<file path="src/rtl/snax_alu_csr_mgr_pkg.sv">
// ============================================================================
// Module  : snax_alu_csr_mgr_pkg
// Brief   : Shared FSM state type for the SNAX ALU CSR manager.
// Revision: 1.0
// ============================================================================
`default_nettype none

package snax_alu_csr_mgr_pkg;

    typedef enum logic [1:0] {
        IDLE   = 2'd0,
        COMMIT = 2'd1,
        RESP   = 2'd2
    } csr_mgr_state_e;

endpackage

`default_nettype wire

</file>
<file path="src/rtl/snax_alu_csr_manager.sv">
// ============================================================================
// Module  : snax_alu_csr_manager
// Brief   : Stages core CSR writes, commits the full set to the accelerator
//           on a write to the last RW register, and serves core reads.
// Revision: 1.0
// ============================================================================
`default_nettype none

module snax_alu_csr_manager
    import snax_alu_csr_mgr_pkg::*;
#(
    parameter int RegRWCount   = 3,
    parameter int RegROCount   = 2,
    parameter int RegDataWidth = 32,
    parameter int RegAddrWidth = 32
) (
    input  logic                                    clk_i,
    input  logic                                    rst_i,
    input  logic [RegAddrWidth-1:0]                 csr_req_addr_i,
    input  logic [RegDataWidth-1:0]                 csr_req_data_i,
    input  logic                                    csr_req_write_i,
    input  logic                                    csr_req_valid_i,
    output logic                                    csr_req_ready_o,
    output logic [RegDataWidth-1:0]                 csr_rsp_data_o,
    output logic                                    csr_rsp_valid_o,
    input  logic                                    csr_rsp_ready_i,
    output logic [RegRWCount-1:0][RegDataWidth-1:0] csr_reg_set_o,
    output logic                                    csr_reg_set_valid_o,
    input  logic                                    csr_reg_set_ready_i,
    input  logic [RegROCount-1:0][RegDataWidth-1:0] csr_reg_ro_set_i
);

    localparam logic [RegAddrWidth-1:0] COMMIT_ADDR = RegAddrWidth'(RegRWCount - 1);
    localparam int                      RO_BASE     = RegRWCount;

    csr_mgr_state_e                         state;
    logic [RegRWCount-1:0][RegDataWidth-1:0] staging;
    logic [RegDataWidth-1:0]                 rsp_data;
    logic [RegDataWidth-1:0]                 read_data;
    logic                                    req_fire;

    // Ready is masked by reset so the core never sees a handshake during reset.
    assign csr_req_ready_o     = (state == IDLE) && !rst_i;
    assign req_fire            = csr_req_valid_i && csr_req_ready_o;
    assign csr_rsp_valid_o     = (state == RESP);
    assign csr_rsp_data_o      = rsp_data;
    assign csr_reg_set_valid_o = (state == COMMIT);
    assign csr_reg_set_o       = staging;

    // Full-width address compare: upper address bits never alias onto a register.
    always_comb begin
        read_data = '0;
        for (int i = 0; i < RegRWCount; i++) begin
            if (csr_req_addr_i == RegAddrWidth'(i)) begin
                read_data = staging[i];
            end
        end
        for (int j = 0; j < RegROCount; j++) begin
            if (csr_req_addr_i == RegAddrWidth'(RO_BASE + j)) begin
                read_data = csr_reg_ro_set_i[j];
            end
        end
    end

    always_ff @(posedge clk_i or posedge rst_i) begin
        if (rst_i) begin
            state    <= IDLE;
            staging  <= '0;
            rsp_data <= '0;
        end else begin
            case (state)
                IDLE: begin
                    if (req_fire) begin
                        if (csr_req_write_i) begin
                            for (int i = 0; i < RegRWCount; i++) begin
                                if (csr_req_addr_i == RegAddrWidth'(i)) begin
                                    staging[i] <= csr_req_data_i;
                                end
                            end
                            if (csr_req_addr_i == COMMIT_ADDR) begin
                                state <= COMMIT;
                            end
                        end else begin
                            rsp_data <= read_data;
                            state    <= RESP;
                        end
                    end
                end
                COMMIT: begin
                    if (csr_reg_set_ready_i) begin
                        state <= IDLE;
                    end
                end
                RESP: begin
                    if (csr_rsp_ready_i) begin
                        state <= IDLE;
                    end
                end
                default: state <= IDLE;
            endcase
        end
    end

endmodule

`default_nettype wire

</file>
<file path="config.mk">
export PLATFORM = sky130hd
export DESIGN_NAME = snax_alu_csr_manager
export DESIGN_NICKNAME = d
export VERILOG_FILES = /design/src/rtl/snax_alu_csr_mgr_pkg.sv /design/src/rtl/snax_alu_csr_manager.sv
export SDC_FILE = /design/constraint.sdc
export NUM_CORES = 1
export LEC_CHECK = 0
export ABC_AREA = 1
export ABC_CLOCK_PERIOD_IN_PS = 3500
export CAP_MARGIN = 30
export CORE_MARGIN = 3
export CORE_UTILIZATION = 41
export CTS_CLUSTER_DIAMETER = 60
export DETAILED_ROUTE_END_ITERATION = 10
export PLACE_DENSITY = 0.76
export SETUP_SLACK_MARGIN = 0.4
export SYNTH_ARGS = -nofsm -noshare
export SYNTH_HDL_FRONTEND = slang
export SYNTH_SLANG_ARGS = --single-unit
</file>
<file path="constraint.sdc">
create_clock -name clk_i -period 3.5 [get_ports clk_i]
set_input_delay 0.35 -clock clk_i [delete_from_list [all_inputs] [get_ports clk_i]]
set_output_delay 0.35 -clock clk_i [all_outputs]
set_load 0.005 [all_outputs]
</file>
==> Flow_metrics.wiki, run 1 <==
{| class="wikitable"
! Metric !! Value
|-
| Number of sinks on the clock net || 130
|-
| Power density over the cells || 329 nW/µm²
|-
| Mapped Nets || ~1.2k
|-
| Headroom to the max-slew limit || approximately 51%
|-
| Overall power consumption || between 0.003 and 0.004 W
|-
| Dominant cells by area after synthesis || dfrtp_1 (45%), nand2_1 (18%), inv_1 (7.5%)
|-
| First-pass DRT Iterations || 5
|-
| Share of the clock period used by the worst path after layout || just under 70%
|-
| Library cell appearing most often on the critical path || nand2_1
|-
| Total of max-cap violations || 0
|-
| Type of destination of the critical path || flop
|-
| Sum Neg Setup Slack || 0 ps
|-
| Setup Slack @ Placement || ~730 ps
|-
| Core Rows || between 40 and 50
|-
| Multiplexer fraction of the synthesized cell area || 0%
|-
| Sw Share || about a quarter
|-
| Class of the worst hold path || input port to asynchronous set/reset pin
|-
| Smallest setup slack after layout || around 1100 ps
|-
| Count of pins over their slew limit || 0
|-
| Cts bufs inserted || 17
|-
| Last element of the critical path || csr_rsp_data_o[7]
|-
| XOR/XNOR Fraction of Synth Area || 0%
|-
| Slew at the pin with the worst max-slew slack || ~730 ps
|-
| Reg-to-Reg Start || state[1]
|-
| Share of post-route cells with drive strength above 1 || under 10%
|-
| Area growth from synthesis to layout || 46.6%
|-
| Count of nets after finishing || approximately 1.4k
|-
| Internal power summed over all cells || approximately 0.0027 W
|-
| Cell at the root of the clock tree || clkbuf_16
|-
| First-pass GRT wire length || roughly 40000 µm
|-
| Setup repair bufs after CTS || 0
|-
| Total of hold buffers inserted after clock tree synthesis || 0
|-
| Area used by multi-input combinational logic || approximately 3100 µm²
|-
| Final routed wirelength across all metal layers || roughly 25000 µm
|-
| Vias/cell || between 5 and 6
|-
| Clock latency at the later pin of the worst-skew pair || 420 ps
|-
| Combinational share of power || 8.1%
|-
| Combinational family with the most area after synthesis || simple AND/OR/NAND/NOR gates
|-
| Area share of fa/ha/maj cells after synthesis || 0%
|-
| Clock skew || slightly above 9 ps
|-
| R2r setup slk || roughly 1400 ps
|-
| Number of hold-slack violations in the final timing report || 0
|-
| Reg2Reg Depth || 8
|-
| Sequential power share || 43.2%
|-
| Area taken by flip-flops and latches || 3250 µm²
|-
| Crit path max-delay family || simple AND/OR/NAND/NOR gates
|-
| Source of the critical timing path || csr_req_addr_i[15]
|-
| Distinct cells, synth || 22
|-
| Fmax || roughly 420 MHz
|-
| Unrepaired setup endpoints after global routing || no
|-
| Element type at the critical path start || input port
|-
| Largest net degree at the start of global routing || 82
|-
| Die area || just under 20000 µm²
|-
| GRT Residual Overflow || 0
|-
| Yosys synthesis warning count || 0
|-
| Top cell type's share of synthesized area || 45.0%
|-
| Highest ir drop seen on vdd || 0.345 mV
|-
| Sequential fraction of the synthesis area || 45.0%
|-
| Maximum clock path buffer count || 2
|-
| Instance count of the mapped netlist || 1049
|-
| Synth Cell Area || roughly 7200 µm²
|-
| CTS H-tree depth || 4
|-
| Total of endpoints with negative setup slack in the final report || 0
|-
| Final design utilization || a little over three fifths
|-
| Initial drt markers || about 650
|-
| Antenna Violating Nets Remaining || 0
|-
| Average instance area after synthesis || 6.90 µm²
|-
| Routed wire per std cell || between 15 and 20 µm
|-
| Highest-delay cell along the critical path || clkdlybuf4s50_1
|-
| Vias after detailed routing || slightly below 8k
|-
| P_sw || between 0.0008 and 0.0009 W
|-
| Sum of net half-perimeters after detailed placement || about 18000 µm
|-
| Number of global-route vias before repair || just over 7k
|-
| Antenna violations before repair || 0
|-
| Flip-flop and latch count after synthesis || 130
|-
| Die Ht || 139 µm
|-
| Horiz. Die Dim || approximately 140 µm
|-
| Starting density of the core || between 40% and 50%
|-
| Placer Congestion || about 0.92
|-
| Number of instances resized during post-cts repair || 0
|-
| Library cell occupying the most area in the post-synthesis netlist || dfrtp_1
|-
| Synth Area in Compound Gates || around 12%
|-
| Number of antenna diodes || 0
|-
| Destination of the worst register-to-register timing path || csr_reg_set_o[84]
|-
| Boundary pin count || 265
|-
| Worst path required time || approximately 3800 ps
|-
| Placed cells || 1487
|-
| Status || complete, no violations
|-
| Fill count || ~1.6k
|-
| Area inside the core boundary || ~17000 µm²
|-
| Maximum net fanout on the critical path || 42
|-
| Leakage power || 5.01 nW
|-
| Logic depth of the worst setup path including buffers || 13
|-
| Non-filler instance count after layout || between 1.5k and 2k
|-
| Clock share of power || about 50%
|-
| Arrival time at the worst endpoint || approximately 2700 ps
|-
| GRT Overall Usage || approximately a quarter
|-
| Longest individual stage delay on the worst path || 420 ps
|-
| TritonCTS clock tree || done
|-
| Final routed DRC violation total || 0
|-
| Number of I/O port buffers || about 260
|-
| Worst setup path category || input port to flop
|-
| Worst path bufs/invs || 3
|-
| Shortest period the worst path allows || about 2400 ps
|-
| Sequence of cells on the critical path || clkdlybuf4s50_1 -> nor2_1 -> nand2_1 -> nor2_4 -> buf_4 -> nand2_1 -> nor2_4 -> buf_4 -> o211ai_1 -> nand2_1 -> nand2_1 -> nand2_1 -> nand2_1
|-
| Simple-Gate Fraction of Synth Area || ~31%
|-
| Clock-pin slew of the registers on the worst-case setup and hold paths || 60 ps
|}
logic make-up (layout without fill, tap and decap cells):
kind of cell           after synthesis  in the layout
and+or+nand+nor                    546            546
buffers and inverters              212            462
AOI/OAI and AO/OA                  161            161
DFF                                130            130
sequential cells by signal, indices dropped and copies added, names as in the netlist:
| register | count |
|---|---|
| csr_reg_set_o | 96 |
| csr_rsp_data_o | 32 |
| state | 2 |
cell usage in the layout (no fill, tap or decap), drive strengths merged:
cell type        n
nand4            1
nor3             1
inv            150
buf             20
a21oi           32
o21ai           96
clkdlybuf4s50  264
nor2            99
nand3          100
clkinv           4
nand2          344
clkbuf          19
dfrtp          130
o2111a           1
o211ai          32
bufinv           1
nor4             1
clkinvlp         4
metal layers:
metal  vias to the layer above  track usage [%]  share of wire [%]
met5                         -                0                  0
met4                         0             8.81                2.8
met3                        51             4.59                7.3
met2                       385             39.9                 45
met1                      3534             37.3                 45
li1                       3750                -                  -
worst min-delay path by stage:
stage | startpoint | end | slack [ps] | depth (start not counted)
after CTS | rst_i | csr_rsp_data_o[27] | 260 | 2
after global placement | csr_rsp_data_o[28] | csr_rsp_data_o[28] | 460 | 2
after floorplan | csr_rsp_data_o[0] | csr_rsp_data_o[0] | 470 | 2
after global routing | rst_i | csr_rsp_data_o[17] | 280 | 2
final | rst_i | csr_rsp_data_o[29] | 270 | 2
after detailed placement | csr_rsp_data_o[23] | csr_rsp_data_o[23] | 460 | 2
cell type report:
cell class / instances / area share, %
tap: 220 / 2.59
timing repair buffer: 284 / 26.7
clock inverter: 13 / 1.19
clock buffer: 19 / 4.08
sequential: 130 / 30.7
multi-input combinational: 707 / 29.6
inverter: 146 / 5.20
synth_stat cells, drive strengths merged:
cell    instances
o2111a          1
nor3            1
nand2         344
nor2           99
nor4            1
nand3         100
inv           146
dfrtp         130
clkbuf         30
o211ai         32
a21oi          32
o21ai          96
nand4           1
buf            36
power groups by stage:
stage,Combinational (W),Clock [W],Sequential (W)
final,0.000281,0.00170,0.00151
after floorplan,0.0000886,0,0.00154
after CTS,0.000284,0.00173,0.00151
after global placement,0.000280,0,0.00153
after global routing,0.000307,0.00181,0.00151
after detailed placement,0.000282,0,0.00154
per-stage QoR:
step / hold slack (ps) / cell area, µm²
after CTS: 264 / 10600
final: 273 / 10600
after global routing: 276 / 10600
after global placement: 461 / 10000
after detailed placement: 464 / 10000
after floorplan: 472 / 7240
(Power assumes the default switching activity.)
==> inputs of run 2 (changes only) <==
Settings changed: ABC_CLOCK_PERIOD_IN_PS 3500 to 2050.
Clock period 3.5 ns to 2.05 ns, I/O delays scaled along.
==> run 2 against run 1 <==
Net effect:
- combinational power grew 120%
- setup slack lost 950 ps
- die area is the same
- cell area grew 19%
- core utilization grew 12 points
- worst hold slack lost 89 ps
- flip-flop and latch count is the same
- via count grew 13%
- final cell count grew 5.3%
- routed wire length grew 30%
- largest cell class is now buffers
- critical endpoint is now csr_reg_set_o[53]
- non-clock buffer count grew 78
- highest routed layer unchanged
==> Flow_metrics.wiki, run 2 (same netlist as run 1, synthesis figures left out) <==
{| class="wikitable"
! Metric !! Value
|-
| Reg2Reg Depth || 11 (was 8)
|-
| Placer Congestion || 0.913 (was 0.919)
|-
| Clock skew || 7.01 ps (was 9.23 ps)
|-
| Final routed DRC violation total || 0 (unchanged)
|-
| Clock latency at the later pin of the worst-skew pair || 420 ps (about the same)
|-
| Met1 WL || 13200 µm (was 11400 µm)
|-
| First-pass DRT Iterations || 6 (was 5)
|-
| Arrival time at the worst endpoint || 2260 ps (was 2720 ps)
|-
| Element type at the critical path start || flop (was input port)
|-
| Maximum clock path buffer count || 2 (unchanged)
|-
| TritonCTS clock tree || done (unchanged)
|-
| Number of global-route vias before repair || 7862 (was 7208)
|-
| Clock share of power || 50.3% (was 48.7%)
|-
| Number of flip-flops under the largest register name || 96 (unchanged)
|-
| Cell at the root of the clock tree || clkbuf_16 (unchanged)
|-
| Clock-pin slew of the registers on the worst-case setup and hold paths || 60 ps (about the same)
|-
| Smallest setup slack after layout || 139 ps (was 1090 ps)
|-
| Met3 layer wire length in the routed design || 3280 µm (was 1850 µm)
|-
| Count of nets after finishing || 1499 (was 1420)
|-
| Overall power consumption || 0.00644 W (was 0.00349 W)
|-
| Wire length on met2 || 15100 µm (was 11500 µm)
|-
| Total of max-cap violations || 0 (unchanged)
|-
| Count of pins over their slew limit || 0 (unchanged)
|-
| Highest metal layer with signal wires || met4 (unchanged)
|-
| Sum of net half-perimeters after detailed placement || 19000 µm (was 18100 µm)
|-
| Maximum net fanout on the critical path || 8 (was 42)
|-
| Area growth from synthesis to layout || 73.8% (was 46.6%)
|-
| Die Ht || 139 µm (unchanged)
|-
| Setup Slack @ Placement || -173 ps (was 725 ps)
|-
| Class of the worst hold path || input port to asynchronous set/reset pin (unchanged)
|-
| Vias/cell || 5.46 (was 5.08)
|-
| Combinational share of power || 9.7% (was 8.1%)
|-
| Share of post-route cells with drive strength above 1 || 19.4% (was 5.16%)
|-
| GRT Overall Usage || 29.1% (was 26.0%)
|-
| Type of destination of the critical path || flop (unchanged)
|-
| P_sw || 0.00154 W (was 0.000835 W)
|-
| Die area || 19300 µm² (unchanged)
|-
| Worst path required time || 2400 ps (was 3810 ps)
|-
| Non-filler instance count after layout || 1600 (was 1519)
|-
| Unrepaired setup endpoints after global routing || yes (was no)
|-
| CTS H-tree depth || 4 (unchanged)
|-
| Final routed wirelength across all metal layers || 33100 µm (was 25500 µm)
|-
| Worst Hold Margin || 184 ps (was 273 ps)
|-
| GRT Residual Overflow || 0 (unchanged)
|-
| Number of sinks on the clock net || 130 (unchanged)
|-
| First-pass GRT wire length || 44800 µm (was 40200 µm)
|-
| Sum Neg Setup Slack || 0 ps (unchanged)
|-
| Cts bufs inserted || 17 (unchanged)
|-
| Shortest period the worst path allows || ~1900 ps
|-
| Status || complete, no violations (unchanged)
|-
| Routed wire per std cell || 20.7 µm (was 16.8 µm)
|-
| Sw Share || 23.9% (about the same)
|-
| Largest net degree at the start of global routing || 66 (was 82)
|-
| R2r setup slk || 140 ps (was 1370 ps)
|-
| Total of hold buffers inserted after clock tree synthesis || 0 (unchanged)
|-
| Starting density of the core || 42.7% (unchanged)
|-
| Antenna violations before repair || 2 (was 0)
|-
| Highest ir drop seen on vdd || 0.596 mV (was 0.345 mV)
|-
| Initial drt markers || 1055 (was 651)
|-
| Core Rows || 47 (unchanged)
|-
| Destination of the worst register-to-register timing path || csr_reg_set_o[53] (was csr_reg_set_o[84])
|-
| Power density over the cells || 512 nW/µm² (was 329 nW/µm²)
|-
| Share of the clock period used by the worst path after layout || just over 90%
|-
| Area inside the core boundary || 16900 µm² (unchanged)
|-
| Antenna Violating Nets Remaining || 0 (unchanged)
|-
| Headroom to the max-slew limit || 74.6% (was 51.2%)
|-
| Most common library cell in the layout ignoring fill and taps || nand2_1 (unchanged)
|-
| Fmax || about 520 MHz
|-
| Worst setup path category || flop to flop (was input port to flop)
|-
| Placed cells || 1499 (was 1487)
|-
| Commonest cells after routing, fill and taps aside || nand2_1 (277), clkdlybuf4s50_1 (235), inv_1 (140) (was nand2_1 (343), clkdlybuf4s50_1 (264), inv_1 (143))
|-
| Horiz. Die Dim || 139 µm (unchanged)
|-
| Internal power summed over all cells || 0.00490 W (was 0.00265 W)
|-
| Total of endpoints with negative setup slack in the final report || 0 (unchanged)
|-
| Leakage power || 6.16 nW (was 5.01 nW)
|-
| Vias after detailed routing || 8733 (was 7720)
|-
| Slew at the pin with the worst max-slew slack || 381 ps (was 731 ps)
|-
| Number of hold-slack violations in the final timing report || 0 (unchanged)
|-
| Reg-to-Reg Start || state[0] (was state[1])
|-
| Sequential power share || 40.0% (was 43.2%)
|-
| Number of I/O port buffers || 264 (unchanged)
|-
| Boundary pin count || 265 (unchanged)
|}
run 2: cell types whose count changed in the layout (fill, tap and decap cells not counted), moves of 18 or more:
cell,before,now
nand2_4,0,21
nand2_2,1,44
clkdlybuf4s50_1,264,235
dlymetal6s2s_1,0,25
o21ai_2,0,25
buf_6,0,18
buf_4,17,37
nand2_1,343,277
run 2: metal layers:
metal,GRT usage [%],up-vias
li1,-,3937
met1,41.8,4083
met2,45.1,595
met3,5.59,118
met4,8.50,0
met5,0,-
run 2: layout make-up:
class / count / area, µm²
Fill cell: 1247 / 4360
Sequential cell: 130 / 3250
Tap cell: 220 / 275
Timing Repair Buffer: 362 / 4180
Clock inverter: 13 / 174
Antenna cell: 2 / 5.00
Clock buffer: 19 / 443
Inverter: 146 / 552
Multi-Input combinational cell: 708 / 3700
run 2: worst max path at each step:
stage | cells after the start | startpoint | slack (ps) | endpoint
finish | 11 | state[0] | 140 | csr_reg_set_o[53]
global route | 12 | state[0] | 50 | csr_reg_set_o[53]
CTS | 11 | state[1] | 280 | csr_reg_set_o[72]
detailed placement | 12 | csr_req_addr_i[15] | -170 | csr_rsp_data_o[31]
global placement | 12 | csr_req_addr_i[15] | -170 | csr_rsp_data_o[31]
floorplan | 1 | rst_i | 240 | csr_reg_set_o[0]
run 2: critical path, cell delays in order, from the launching register on:
cell	delay, ps
dfrtp_1	410
nor2_2	170
inv_2	70
nor2_4	100
buf_6	110
nand2_4	50
nor2_4	180
buf_6	130
nand3_4	110
buf_6	180
clkbuf_16	180
o21ai_1	130
run 2: per-stage QoR:
stage,cell area [µm²],utilization (%)
finish,12600,74.3
global route,12600,74.3
CTS,11400,67.3
detailed placement,10300,60.8
global placement,10300,60.8
floorplan,7240,-
run 2: power groups by stage:
stage / registers [W] / logic [W] / clock network, W
finish: 0.00257 / 0.000623 / 0.00324
global route: 0.00257 / 0.000666 / 0.00338
floorplan: 0.00262 / 0.000151 / 0
detailed placement: 0.00262 / 0.000491 / 0
CTS: 0.00257 / 0.000560 / 0.00327
global placement: 0.00262 / 0.000490 / 0
run 2: repair_timing:
item,4_1_cts,5_1_grt
cloned,8,23
buffers inserted,23,13
resized for setup,51,171
endpoints found under the setup margin,109,131
pin swaps,10,23
==> inputs of run 3 (changes only) <==
Settings changed: CORE_ASPECT_RATIO from default to 1.1.
==> run 3 against run 2 <==
Net effect:
- flip-flop and latch count did not move
- maximum frequency rose by 2.8%
- routed wire length fell by 7.7%
- register-to-register slack improved by 50 ps
- setup slack improved by 52 ps
- die area barely moved
- critical path depth did not move
- critical endpoint is now csr_reg_set_o[17]
- power fell by 2.6%
- clock skew fell by 1.4 ps
- count of clock-buffer cells in the layout fell by 1
==> Flow_metrics.wiki, run 3 (same netlist as run 1, synthesis figures left out) <==
{| class="wikitable"
! Metric !! Value
|-
| Routed wire per std cell || 19.1 µm (was 20.7 µm)
|-
| Antenna Violating Nets Remaining || 0 (unchanged)
|-
| Number of sinks on the clock net || 130 (unchanged)
|-
| P_sw || 0.00143 W (was 0.00154 W)
|-
| Placer Congestion || 1.00 (was 0.913)
|-
| Share of the clock period used by the worst path after layout || 90.7% (was 93.2%)
|-
| Highest ir drop seen on vdd || 0.454 mV (was 0.596 mV)
|-
| Arrival time at the worst endpoint || 2140 ps (was 2260 ps)
|-
| Vias/cell || 5.34 (was 5.46)
|-
| Total of endpoints with negative setup slack in the final report || 0 (unchanged)
|-
| Maximum net fanout on the critical path || 32 (was 8)
|-
| Class of the worst hold path || input port to asynchronous set/reset pin (unchanged)
|-
| Area taken by flip-flops and latches || 3250 µm² (unchanged)
|-
| Worst path required time || 2330 ps (was 2400 ps)
|-
| Largest net degree at the start of global routing || 66 (unchanged)
|-
| Worst setup path category || flop to flop (unchanged)
|-
| Die area || 19300 µm² (about the same)
|-
| Final routed wirelength across all metal layers || 30500 µm (was 33100 µm)
|-
| First-pass GRT wire length || 42700 µm (was 44800 µm)
|-
| Number of global-route vias before repair || 7592 (was 7862)
|-
| Clock share of power || 49.6% (was 50.3%)
|-
| Cts bufs inserted || 17 (unchanged)
|-
| Maximum clock path buffer count || 2 (unchanged)
|-
| Leakage power || 6.09 nW (was 6.16 nW)
|-
| Fmax || 538 MHz (was 523 MHz)
|-
| Count of pins over their slew limit || 0 (unchanged)
|-
| Unrepaired setup endpoints after global routing || yes (unchanged)
|-
| Clock-pin slew of the registers on the worst-case setup and hold paths || 60 ps (about the same)
|-
| Commonest cells after routing, fill and taps aside || nand2_1 (284), clkdlybuf4s50_1 (235), inv_1 (142) (was nand2_1 (277), clkdlybuf4s50_1 (235), inv_1 (140))
|-
| Element type at the critical path start || flop (unchanged)
|-
| Highest-delay cell along the critical path || dfrtp_1 (unchanged)
|-
| Crit path max-delay family || simple AND/OR/NAND/NOR gates (was buffers and inverters)
|-
| Count of nets after finishing || 1485 (was 1499)
|-
| Fill count || 1304 (was 1247)
|-
| Share of post-route cells with drive strength above 1 || 17.7% (was 19.4%)
|-
| Horiz. Die Dim || 133 µm (was 139 µm)
|-
| First-pass DRT Iterations || 6 (unchanged)
|-
| Setup Slack @ Placement || -141 ps (was -173 ps)
|-
| Number of I/O port buffers || 264 (unchanged)
|-
| Area inside the core boundary || 17100 µm² (was 16900 µm²)
|-
| CTS H-tree depth || 4 (unchanged)
|-
| Cell at the root of the clock tree || clkbuf_16 (unchanged)
|-
| Total of max-cap violations || 0 (unchanged)
|-
| Sw Share || 22.9% (was 23.9%)
|-
| Vias after detailed routing || 8539 (was 8733)
|-
| Final routed DRC violation total || 0 (unchanged)
|-
| Combinational share of power || 9.3% (was 9.7%)
|-
| Sequence of cells on the critical path || nor2_2 -> inv_2 -> nor2_4 -> buf_6 -> nand2_4 -> nor2_4 -> buf_4 -> nand2_4 -> buf_12 -> nand2_1 -> o21ai_0 (was nor2_2 -> inv_2 -> nor2_4 -> buf_6 -> nand2_4 -> nor2_4 -> buf_6 -> nand3_4 -> buf_6 -> clkbuf_16 -> o21ai_1)
|-
| Type of destination of the critical path || flop (unchanged)
|-
| Core Rows || 50 (was 47)
|-
| Most common library cell in the layout ignoring fill and taps || nand2_1 (unchanged)
|-
| Area growth from synthesis to layout || 69.3% (was 73.8%)
|-
| Slew at the pin with the worst max-slew slack || 361 ps (was 381 ps)
|-
| Clock skew || 5.65 ps (was 7.01 ps)
|-
| Total of hold buffers inserted after clock tree synthesis || 0 (unchanged)
|-
| Overall power consumption || 0.00627 W (was 0.00644 W)
|-
| Number of flip-flops under the largest register name || 96 (unchanged)
|-
| Headroom to the max-slew limit || 75.9% (was 74.6%)
|-
| Status || complete, no violations (unchanged)
|-
| GRT Residual Overflow || 0 (unchanged)
|-
| Internal power summed over all cells || 0.00483 W (was 0.00490 W)
|-
| TritonCTS clock tree || done (unchanged)
|-
| Shortest period the worst path allows || 1860 ps (was 1910 ps)
|-
| GRT Overall Usage || 27.7% (was 29.1%)
|-
| Initial drt markers || 1010 (was 1055)
|-
| Number of hold-slack violations in the final timing report || 0 (unchanged)
|-
| Sequential power share || 41.1% (was 40.0%)
|-
| Boundary pin count || 265 (unchanged)
|-
| Antenna violations before repair || 1 (was 2)
|-
| Worst path bufs/invs || 4 (was 5)
|-
| Area used by multi-input combinational logic || 3610 µm² (was 3700 µm²)
|-
| Longest individual stage delay on the worst path || 390 ps (was 410 ps)
|-
| Power density over the cells || 511 nW/µm² (was 512 nW/µm²)
|-
| Starting density of the core || 42.2% (was 42.7%)
|-
| Clock latency at the later pin of the worst-skew pair || 420 ps (about the same)
|-
| Smallest setup slack after layout || 191 ps (was 139 ps)
|-
| Die Ht || 145 µm (was 139 µm)
|-
| Sum of net half-perimeters after detailed placement || 18900 µm (was 19000 µm)
|}
[run 3: layout make-up]
| cell class | instances | area share (%) |
|---|---|---|
| timing repair buffer | 349 | 32.2 |
| multi-input combinational | 707 | 29.4 |
| sequential | 130 | 26.6 |
| inverter | 146 | 4.52 |
| clock buffer | 18 | 3.58 |
| tap | 234 | 2.39 |
| clock inverter | 13 | 1.32 |
| antenna | 1 | 0.0204 |
[run 3: power by group through the flow]
stage	combinational, W	clock, W	sequential, W
after floorplan	0.000151	0	0.00262
after global placement	0.000490	0	0.00262
after detailed placement	0.000490	0	0.00262
after CTS	0.000542	0.00313	0.00257
after global routing	0.000626	0.00327	0.00257
final	0.000584	0.00311	0.00257
[run 3: path summary, 6_finish.rpt]
path,from,to,slack [ps],depth (start not counted)
worst max-delay path,state[1],csr_reg_set_o[17],190,11
worst min-delay path,rst_i,csr_rsp_data_o[29],200,2
worst max register to register,state[1],csr_reg_set_o[17],190,11
worst min register to register,csr_rsp_data_o[21],csr_rsp_data_o[21],480,2
max in group asynchronous,rst_i,csr_reg_set_o[43],1240,3
min in group clk_i,csr_req_data_i[28],csr_reg_set_o[60],370,3
[run 3: layer usage]
| metal | global-route usage (%) | share of wire [%] | up-vias |
|---|---|---|---|
| met5 | 0 | 0.043 | - |
| met3 | 6.92 | 9.6 | 68 |
| met1 | 39.6 | 41 | 4041 |
| met2 | 42.0 | 46 | 531 |
| met4 | 8.16 | 2.9 | 2 |
| li1 | - | - | 3897 |
[run 3: stage by stage]
| stage | area (µm²) | setup TNS [ps] | util [%] | std cells | hold slack (ps) |
|---|---|---|---|---|---|
| 2_1_floorplan | 7240 | 0 | - | 1049 | 368 |
| 3_3_place_gp | 10300 | -1050 | 60.2 | 1514 | 464 |
| 3_5_place_dp | 10300 | -2410 | 60.2 | 1514 | 465 |
| 4_1_cts | 11300 | 0 | 66.1 | 1570 | 122 |
| 5_1_grt | 12300 | 0 | 71.5 | 1597 | 219 |
| 6_report | 12300 | 0 | 71.5 | 1598 | 195 |
[run 3: repair_timing]
| action | 4_1_cts | 5_1_grt |
|---|---|---|
| setup buffers | 20 | 10 |
| setup endpoints to repair | 93 | 130 |
| pin swaps | 6 | 28 |
| cloned | 5 | 17 |
| gates resized for setup | 40 | 165 |
